--- src/rtl/sr_ff_bank_pkg.sv ---
// Shared types for the sr_ff_bank flag register: mode encoding and S=R=1 policies.
// Latency: n/a (types and constants only).
// Backpressure: n/a.
package sr_ff_bank_pkg;

  // Run-time channel behaviour, sampled on every edge.
  typedef enum logic [1:0] {
    MODE_D  = 2'b00,
    MODE_T  = 2'b01,
    MODE_SR = 2'b10,
    MODE_JK = 2'b11
  } mode_e;

  // Resolution of S=R=1 in SR mode.
  localparam int SR_HOLD  = 0;
  localparam int SR_SET   = 1;
  localparam int SR_RESET = 2;

endpackage

--- src/rtl/sr_ff_bank_cell.sv ---
// One flag channel: D/T/SR/JK next-state mux feeding an async-reset register.
// Latency: one rising edge from a_i/b_i/mode_i to q_o.
// Backpressure: none; en_i low holds the state.
module sr_ff_bank_cell
  import sr_ff_bank_pkg::*;
#(
  parameter logic RESET_VAL = 1'b0,
  parameter int   SR_POLICY = SR_HOLD
) (
  input  logic  clk_i,
  input  logic  rst_n_i,
  input  logic  en_i,
  input  mode_e mode_i,
  input  logic  a_i,
  input  logic  b_i,
  output logic  q_o
);

  logic q_q;
  logic q_d;

  // Next state: hold unless enabled, then apply the selected flip-flop rule.
  always_comb begin
    q_d = q_q;
    if (en_i) begin
      unique case (mode_i)
        MODE_D: q_d = a_i;
        MODE_T: q_d = q_q ^ a_i;
        MODE_SR: begin
          unique case ({a_i, b_i})
            2'b10:   q_d = 1'b1;
            2'b01:   q_d = 1'b0;
            2'b11: begin
              if (SR_POLICY == SR_SET)        q_d = 1'b1;
              else if (SR_POLICY == SR_RESET) q_d = 1'b0;
              else                            q_d = q_q;
            end
            default: q_d = q_q;
          endcase
        end
        MODE_JK: begin
          unique case ({a_i, b_i})
            2'b10:   q_d = 1'b1;
            2'b01:   q_d = 1'b0;
            2'b11:   q_d = ~q_q;
            default: q_d = q_q;
          endcase
        end
        default: q_d = q_q;
      endcase
    end
  end

  // State register; reset forces the configured power-on value immediately.
  always_ff @(posedge clk_i or negedge rst_n_i) begin
    if (!rst_n_i) q_q <= RESET_VAL;
    else          q_q <= q_d;
  end

  assign q_o = q_q;

endmodule

--- src/rtl/sr_ff_bank.sv ---
// Bank of WIDTH set/clear/toggle flags with shared mode, registered S=R=1 flag and optional
// saturating illegal-event counter (built only with SR_FF_BANK_ILLEGAL_CNT_EN defined).
// Latency: one edge to q_o/illegal_o/illegal_cnt_o, qbar_o combinational; backpressure: none, en_i=0 holds.
module sr_ff_bank
  import sr_ff_bank_pkg::*;
#(
  parameter int               WIDTH     = 8,
  parameter logic [WIDTH-1:0] RESET_VAL = '0,
  parameter int               SR_POLICY = SR_HOLD,
  parameter int               CNT_W     = 8
) (
  input  logic             clk_i,
  input  logic             rst_n_i,
  input  logic             en_i,
  input  logic [1:0]       mode_i,
  input  logic [WIDTH-1:0] a_i,
  input  logic [WIDTH-1:0] b_i,
  output logic [WIDTH-1:0] q_o,
  output logic [WIDTH-1:0] qbar_o,
  output logic             illegal_o,
  output logic [CNT_W-1:0] illegal_cnt_o
);

  mode_e mode;
  logic  illegal_d;
  logic  illegal_q;

  assign mode = mode_e'(mode_i);

  for (genvar i = 0; i < WIDTH; i++) begin : g_cell
    sr_ff_bank_cell #(
      .RESET_VAL (RESET_VAL[i]),
      .SR_POLICY (SR_POLICY)
    ) u_cell (
      .clk_i   (clk_i),
      .rst_n_i (rst_n_i),
      .en_i    (en_i),
      .mode_i  (mode),
      .a_i     (a_i[i]),
      .b_i     (b_i[i]),
      .q_o     (q_o[i])
    );
  end

  assign qbar_o = ~q_o;

  // Any channel with S=R=1 on an enabled SR edge is one illegal event.
  assign illegal_d = en_i && (mode == MODE_SR) && (|(a_i & b_i));

  // Illegal flag is re-evaluated every edge, so it is never sticky.
  always_ff @(posedge clk_i or negedge rst_n_i) begin
    if (!rst_n_i) illegal_q <= 1'b0;
    else          illegal_q <= illegal_d;
  end

  assign illegal_o = illegal_q;

`ifdef SR_FF_BANK_ILLEGAL_CNT_EN
  logic [CNT_W-1:0] cnt_q;
  logic [CNT_W-1:0] cnt_d;

  // Count illegal edges, sticking at all-ones rather than wrapping.
  always_comb begin
    cnt_d = cnt_q;
    if (illegal_d && (cnt_q != {CNT_W{1'b1}})) cnt_d = cnt_q + 1'b1;
  end

  // Counter register.
  always_ff @(posedge clk_i or negedge rst_n_i) begin
    if (!rst_n_i) cnt_q <= '0;
    else          cnt_q <= cnt_d;
  end

  assign illegal_cnt_o = cnt_q;
`else
  assign illegal_cnt_o = '0;
`endif

endmodule
--- config.mk ---
export PLATFORM = sky130hd
export DESIGN_NAME = sr_ff_bank
export DESIGN_NICKNAME = d
export VERILOG_FILES = /design/src/rtl/sr_ff_bank_pkg.sv /design/src/rtl/sr_ff_bank_cell.sv /design/src/rtl/sr_ff_bank.sv
export SDC_FILE = /design/constraint.sdc
export NUM_CORES = 1
export LEC_CHECK = 0
export BUFFER_PORTS_ARGS = -buffer_cell sky130_fd_sc_hd__buf_2
export CORE_ASPECT_RATIO = 0.9
export CORE_MARGIN = 1.5
export CORE_UTILIZATION = 45
export DETAILED_ROUTE_END_ITERATION = 10
export PLACE_DENSITY = 0.89
export SYNTH_ARGS = -nofsm -noshare
export SYNTH_HDL_FRONTEND = slang
export SYNTH_SLANG_ARGS = --single-unit
--- constraint.sdc ---
create_clock -name clk_i -period 2.5 [get_ports clk_i]
set_input_delay 0.125 -clock clk_i [delete_from_list [all_inputs] [get_ports clk_i]]
set_output_delay 0.125 -clock clk_i [all_outputs]
set_load 0.01 [all_outputs]
==> results.yml, run 1 <==
run_status:
  status: "complete, no violations"
timing:
  whs_ns: 0.08535
  hold_viol_final: 0
  setup_violations: 0
  skew_ns: 0
  fmax_mhz: 949.8
  post-route-min-period_ns: 1.053
  rsz0062_at_grt: "false"
  tns_ns: 0
  setup_ws_ns: 1.447
  maxSlewViolCount: 0
  period_share_pct: 42.11
power_and_ir_drop:
  powerDensity_mw_per_mm2: 541.8
  p_int_w: 0.0003385
  switching_share_pct: 37.97
  p_leak_nw: 0.4864
  share_seq_of_total_power_pct: 37.7
  p_comb_share_pct: 40.9
  clkPwrFrac_pct: 21.4
  p_switching_w: 0.0002072
  irDropWorstVdd_mv: 0.2286
critical_path:
  critical_path_required_ns: 2.38
  r2r_cells: 3
  crit_path_start_kind: "flop"
  r2r_start: "g_cell[1].u_cell.q_o$_DFFE_PN0P_"
  cp_max_fo: 5
  critical_path_class: "flop to output pin"
  rr_endpoint: "g_cell[1].u_cell.q_o$_DFFE_PN0P_"
  worstPathArrival_ns: 0.93
  cp-end-kind: "output pin"
  r2r_setup_slack_ns: 1.47
synthesis:
  synth_area_um2: 900.9
  yosysTopAreaCell: "dfrtp_1"
  synth-edff-count: 0
  ys_top_cells_by_area: "dfrtp_1 25%, buf_4 14%, nand2b_1 5.6%"
  ys.warnings.count: 0
  synth.top_cell.area_share_pct: 25.00
  synth.avg_cell_area_um2: 8.662
  synth_seq_cells: 9
  async_flop_share_pct: 100.0
  synthCells: 104
  synth_flop_cell: "dfrtp_1"
  ys_types: 27
  yosysSeqAreaShare_pct: 25.00
cts:
  clk_latency_ns: 0.26
  clock_sinks: 9
  root_buffer: "clkbuf_4"
  htree_levels: 1
  cts_setup_buffers: 0
  cts_buffers: 3
  clock_tree.buffer_depth: 2
  clk_pin_slew_ns: 0.06
  cts_tree: "yes"
detailed_routing:
  post-route-drc-count: 0
  routed_via_density: 5.599
  dr.pass1.iters: 4
  antenna_left: 0
  drtIter0Drc: 20
  wirelength_mm: 2.063
  vias: 879
  routedWlPerCell_um: 13.14
global_routing:
  grt_max_degree: 23
  globalRouteOverflowTotal: 0
  antenna_found_initial: 0
  grt_usage_pct: 19.70
  grt_pass1_vias: 714
  grt_pass1_wl_mm: 3.332
layout:
  diodes: 0
  finish.instance_area_mm2: 0.001007
  nFillCells: 186
  nets: 154
  layout-drive-gt1-share_pct: 32.58
  synthToLayoutAreaGrowth_pct: 11.81
flow_run:
  max_cap_violations: 0
die:
  rows: 15
  io_pins: 46
  core_mm2: 0.001896
  dieArea_mm2: 0.002280
  start_util_pct: 47.52
  die_x_um: 50.17
  die_h_um: 45.45
placed_design:
  placed_cell_area_um2: 970.9
  pre_cts_slack_ns: 1.376
  hpwl_mm: 1.547
  gp_congestion: 0.7875
  port_buffers: 37
min_path:
  hold_start: "b_i[5]"
  hold_path_end: "g_cell[5].u_cell.q_o$_DFFE_PN0P_"
  hold_path_depth: 2
  hold_path.class: "input pin to flop"
==> layout make-up <==
type                       instances  area, um^2  share of cell area, %
multi-input combinational         72       495.5                  49.19
inverter                           9       33.78                  3.354
clock buffer                       4       26.28                  2.609
sequential                         9       225.2                  22.36
tap                               25       31.28                  3.106
timing repair buffer              38       195.2                  19.38
==> kinds of logic after synthesis <==
group                  share of synthesized area, %
DFF                                           25.00
and+or+nand+nor                               20.69
other                                        0.4163
buffers and inverters                         22.92
AOI/OAI and AO/OA                             30.97
==> cells in the mapped netlist (all sizes together) (4+ instances only) <==
cell type and count:
buf 21, dfrtp 9, inv 8, nand2b 8
o21ai 8, a22oi 6, a221o 4, a311oi 4
and3b 4, nand3b 4, nor2 4, nor3b 4
o211ai 4, o2bb2ai 4, o31ai 4
==> power by group through the flow <==
stage	combinational (W)	clock, W	sequential, W
after floorplan	0.000185	0	0.000199
after global placement	0.000216	0	0.000204
after detailed placement	0.000222	0	0.000208
after CTS	0.000224	0.000115	0.000206
after global routing	0.000246	0.000123	0.000212
final	0.000223	0.000117	0.000206
==> through the flow <==
stage	power, W	instances	util, %
global placement	0.0004196	152	51.22
detailed placement	0.0004303	152	51.22
CTS	0.0005447	157	53.14
finish	0.0005457	157	53.14
global route	0.0005816	157	53.14
floorplan	0.0003837	111	-
==> layer usage <==
| metal | share of wire [%] | wire, um | GRT usage (%) | up-vias |
|---|---|---|---|---|
| met5 | 0 | 0 | 0 | - |
| met4 | 1.9 | 40 | 10.00 | 0 |
| met3 | 5.6 | 116 | 2.632 | 5 |
| met2 | 48 | 989 | 33.16 | 37 |
| met1 | 44 | 917 | 25.15 | 416 |
| li1 | - | - | - | 421 |
==> worst max path at each step <==
stage | endpoint | cells after the start | from
after floorplan | g_cell[2].u_cell.q_o$_DFFE_PN0P_ | 3 | g_cell[2].u_cell.q_o$_DFFE_PN0P_
after global placement | g_cell[4].u_cell.q_o$_DFFE_PN0P_ | 4 | en_i
after detailed placement | g_cell[0].u_cell.q_o$_DFFE_PN0P_ | 4 | en_i
after CTS | qbar_o[3] | 2 | g_cell[3].u_cell.q_o$_DFFE_PN0P_
after global routing | g_cell[2].u_cell.q_o$_DFFE_PN0P_ | 3 | g_cell[2].u_cell.q_o$_DFFE_PN0P_
final | qbar_o[3] | 2 | g_cell[3].u_cell.q_o$_DFFE_PN0P_
==> cells in the final DEF (no fill, tap or decap), drive strengths merged, types with 4 or more instances in the layout <==
cell type and count:
nand3b 4, and3b 4, nor2 4, o31ai 4
a22oi 6, clkbuf 4, buf 37, a221o 4
o2bb2ai 4, nor3b 4, o211ai 4, conb 8
o21ai 8, a311oi 4, nand2b 8, dfrtp 9
inv 8
==> sequential cells by signal, summed over array words and instances, names as in the netlist <==
name               count
g_cell.u_cell.q_o      8
illegal_o              1
==> critical path, cell delays in order, from the launching register on <==
cell and delay [ns]:
dfrtp_1 0.42, inv_1 0.11, buf_2 0.13
==> timing repair <==
item                       CTS  global route
setup endpoints to repair    0             0
hold buffers                 1             0
hold endpoints to repair     9             0
resized for setup            0             0
Power figures use the tool's default switching activity.
==> run 2, diff against run 1 <==
Settings changed: ABC_AREA from default to 1, PLACE_DENSITY 0.89 to 0.86.
Clock period 2.5 ns to 1 ns, I/O delays scaled along.
==> run 2 against run 1 <==
Sequential share of layout area decreased by 4.9 points. Total power increased to 2.6 times the previous value. Critical endpoint is now g_cell[1].u_cell.q_o$_DFFE_PN0P_. Largest power group unchanged. Core utilization increased by 4.8 points. Count of clock-buffer cells in the layout unchanged.
==> results.yml, run 2 <==
run_status:
  status: "complete, no violations"
min_path:
  hold_path.class: "input pin to flop"
  hold_start: "a_i[3]"
power_and_ir_drop:
  totalPowerFinal_w: 0.001412
  irDropWorstVdd_mv: 0.7662
  p_leak_nw: 0.7825
  powerDensity_mw_per_mm2: 1086
synthesis:
  yosysTopAreaCell: "nand2_1"
  ys.warnings.count: 0
  synth.top_cell.area_share_pct: 33.52
  ys_top_cells_by_area: "nand2_1 34%, dfrtp_1 21%, buf_4 11%"
  synth_seq_cells: 9
  yosysSeqAreaShare_pct: 20.52
  synthCells: 208
  synth-edff-count: 0
  synth_flop_cell: "dfrtp_1"
  ys_types: 14
  synthTopCellsByCount: "98 x nand2_1, 18 x inv_1, 18 x nand3_1, 18 x nor2_1"
  async_flop_share_pct: 100.0
  synth_area_mm2: 0.001097
  synth.avg_cell_area_um2: 5.275
  yosysMostFrequentCell: "nand2_1"
timing:
  skew_ns: 0
  worst_pin_slew_ns: 0.5830
  whs_ns: 0.06898
  hold_viol_final: 0
  post-route-min-period_ns: 0.9547
  setup_violations: 0
  slew_headroom_pct: 60.99
  fmax_mhz: 1048
  period_share_pct: 95.47
  rsz0062_at_grt: "true"
  maxSlewViolCount: 0
placed_design:
  hpwl_mm: 2.018
  gp_congestion: 0.8063
  port_buffers: 37
  placed_cells: 265
  placed_cell_area_mm2: 0.001240
detailed_routing:
  post-route-drc-count: 0
  routedWlPerCell_um: 9.912
  vias: 1316
  antenna_left: 0
  routed_via_density: 4.821
  drtIter0Drc: 24
  wirelength_mm: 2.706
  dr.pass1.iters: 4
layout:
  finish.instance_area_mm2: 0.001300
  nFillCells: 243
  multi_input_area_um2: 686.9
  diodes: 0
  layout-drive-gt1-share_pct: 21.95
  layout_common_cells: "98 x nand2_1, 37 x buf_2, 18 x nand3_1, 18 x nor2_1, 14 x inv_1"
  nets: 268
  seq_area_um2: 226.5
  mostFrequentLayoutCell: "nand2_1"
  synthToLayoutAreaGrowth_pct: 18.47
  fin_cells: 273
  largest_reg_flops: 8
global_routing:
  grt_pass1_wl_mm: 4.478
  globalRouteOverflowTotal: 0
  grt_max_degree: 11
  grt_usage_pct: 21.57
  grt_pass1_vias: 1112
  antenna_found_initial: 0
critical_path:
  r2r_start: "g_cell[1].u_cell.q_o$_DFFE_PN0P_"
  worstPathArrival_ns: 1.11
  critical_path_required_ns: 1.16
  crit_path_start_kind: "flop"
  critical_path_class: "flop to flop"
  cp-endpoint: "g_cell[1].u_cell.q_o$_DFFE_PN0P_"
  cp_max_fo: 5
  r2r_setup_slack_ns: 0.05
  cp-end-kind: "flop"
  rr_endpoint: "g_cell[1].u_cell.q_o$_DFFE_PN0P_"
  cp-startpoint: "g_cell[1].u_cell.q_o$_DFFE_PN0P_"
  r2r_cells: 6
die:
  rows: 16
  die_h_um: 49.85
  core_mm2: 0.002242
  die_x_um: 55.05
  dieArea_mm2: 0.002744
  start_util_pct: 48.94
  io_pins: 46
cts:
  clock_sinks: 9
  clock_tree.buffer_depth: 2
  htree_levels: 1
  root_buffer: "clkbuf_4"
  clk_latency_ns: 0.26
  cts_tree: "yes"
  cts_buffers: 3
  clk_pin_slew_ns: 0.07
flow_run:
  max_cap_violations: 0
## run 2: cell types whose count changed in the layout (fill, tap and decap cells not counted), sizes merged, moves of 6 or more
cell,delta
a22oi,-6
o21ai,+8
nand2,+97
a21oi,+9
nor2,+14
nand2b,-8
inv,+11
buf,+8
nand3,+18
## run 2: final cells by class
class / instances / share of cell area [%]
Timing Repair Buffer: 46 / 19.63
Tap cell: 27 / 2.599
Sequential cell: 9 / 17.42
Clock buffer: 4 / 2.021
Multi-Input combinational cell: 168 / 52.84
Inverter: 19 / 5.486
## run 2: logic make-up after synthesis
logic type / after synthesis / share of synthesized area, %
AND/OR/NAND/NOR: 135 / 48.46
buffers and inverters: 38 / 19.27
AO/OA/AOI/OAI: 25 / 11.40
flip-flops: 9 / 20.52
other: 1 / 0.3417
## run 2: what timing repair did
action | 4_1_cts | 5_1_grt
buffers inserted | 0 | 3
resized for setup | 0 | 11
hold buffers | 1 | 0
endpoints found under the setup margin | 0 | 10
hold endpoints to repair | 9 | 0
## run 2: through the flow
stage                     utilization [%]  setup WS [ns]  TNS [ns]
after CTS                           56.92        0.05071         0
final                               57.98        0.04534         0
after detailed placement            55.30       -0.07394   -0.3762
after global routing                57.98       -0.02723  -0.03826
after global placement              55.30       -0.05901   -0.3903
after floorplan                         -        0.08883         0
## run 2: metal layers
metal | GRT usage, % | part of all wire, % | wire, um
met3 | 3.333 | 6.5 | 176
met1 | 31.52 | 46 | 1242
met2 | 32.54 | 47 | 1260
met4 | 5.691 | 1.0 | 27
met5 | 0 | 0 | 0
## run 2: how the worst min path moves through the flow
| stage | endpoint | slack, ns | depth (start not counted) |
|---|---|---|---|
| 2_1_floorplan | g_cell[0].u_cell.q_o$_DFFE_PN0P_ | -0.25 | 0 |
| 6_report | illegal_o$_DFF_PN0_ | 0.07 | 3 |
| 4_1_cts | illegal_o$_DFF_PN0_ | 0.06 | 3 |
| 5_1_grt | illegal_o$_DFF_PN0_ | 0.08 | 3 |
| 3_5_place_dp | g_cell[7].u_cell.q_o$_DFFE_PN0P_ | -0.08 | 1 |
| 3_3_place_gp | g_cell[7].u_cell.q_o$_DFFE_PN0P_ | -0.08 | 1 |
## run 2: power breakdown
part	internal, W	switching, W
Combinational	0.000257	0.000372
Clock	0.000154	0.000144
Sequential	0.000419	0.0000662
Total	0.000830	0.000582
## run 2: critical path, stage by stage, from the launching register on
cell and delay [ns]:
dfrtp_1 0.42, inv_2 0.07, nand2_1 0.05, nand3_1 0.09, nand3_1 0.10, nand2_1 0.08, nand2_1 0.05
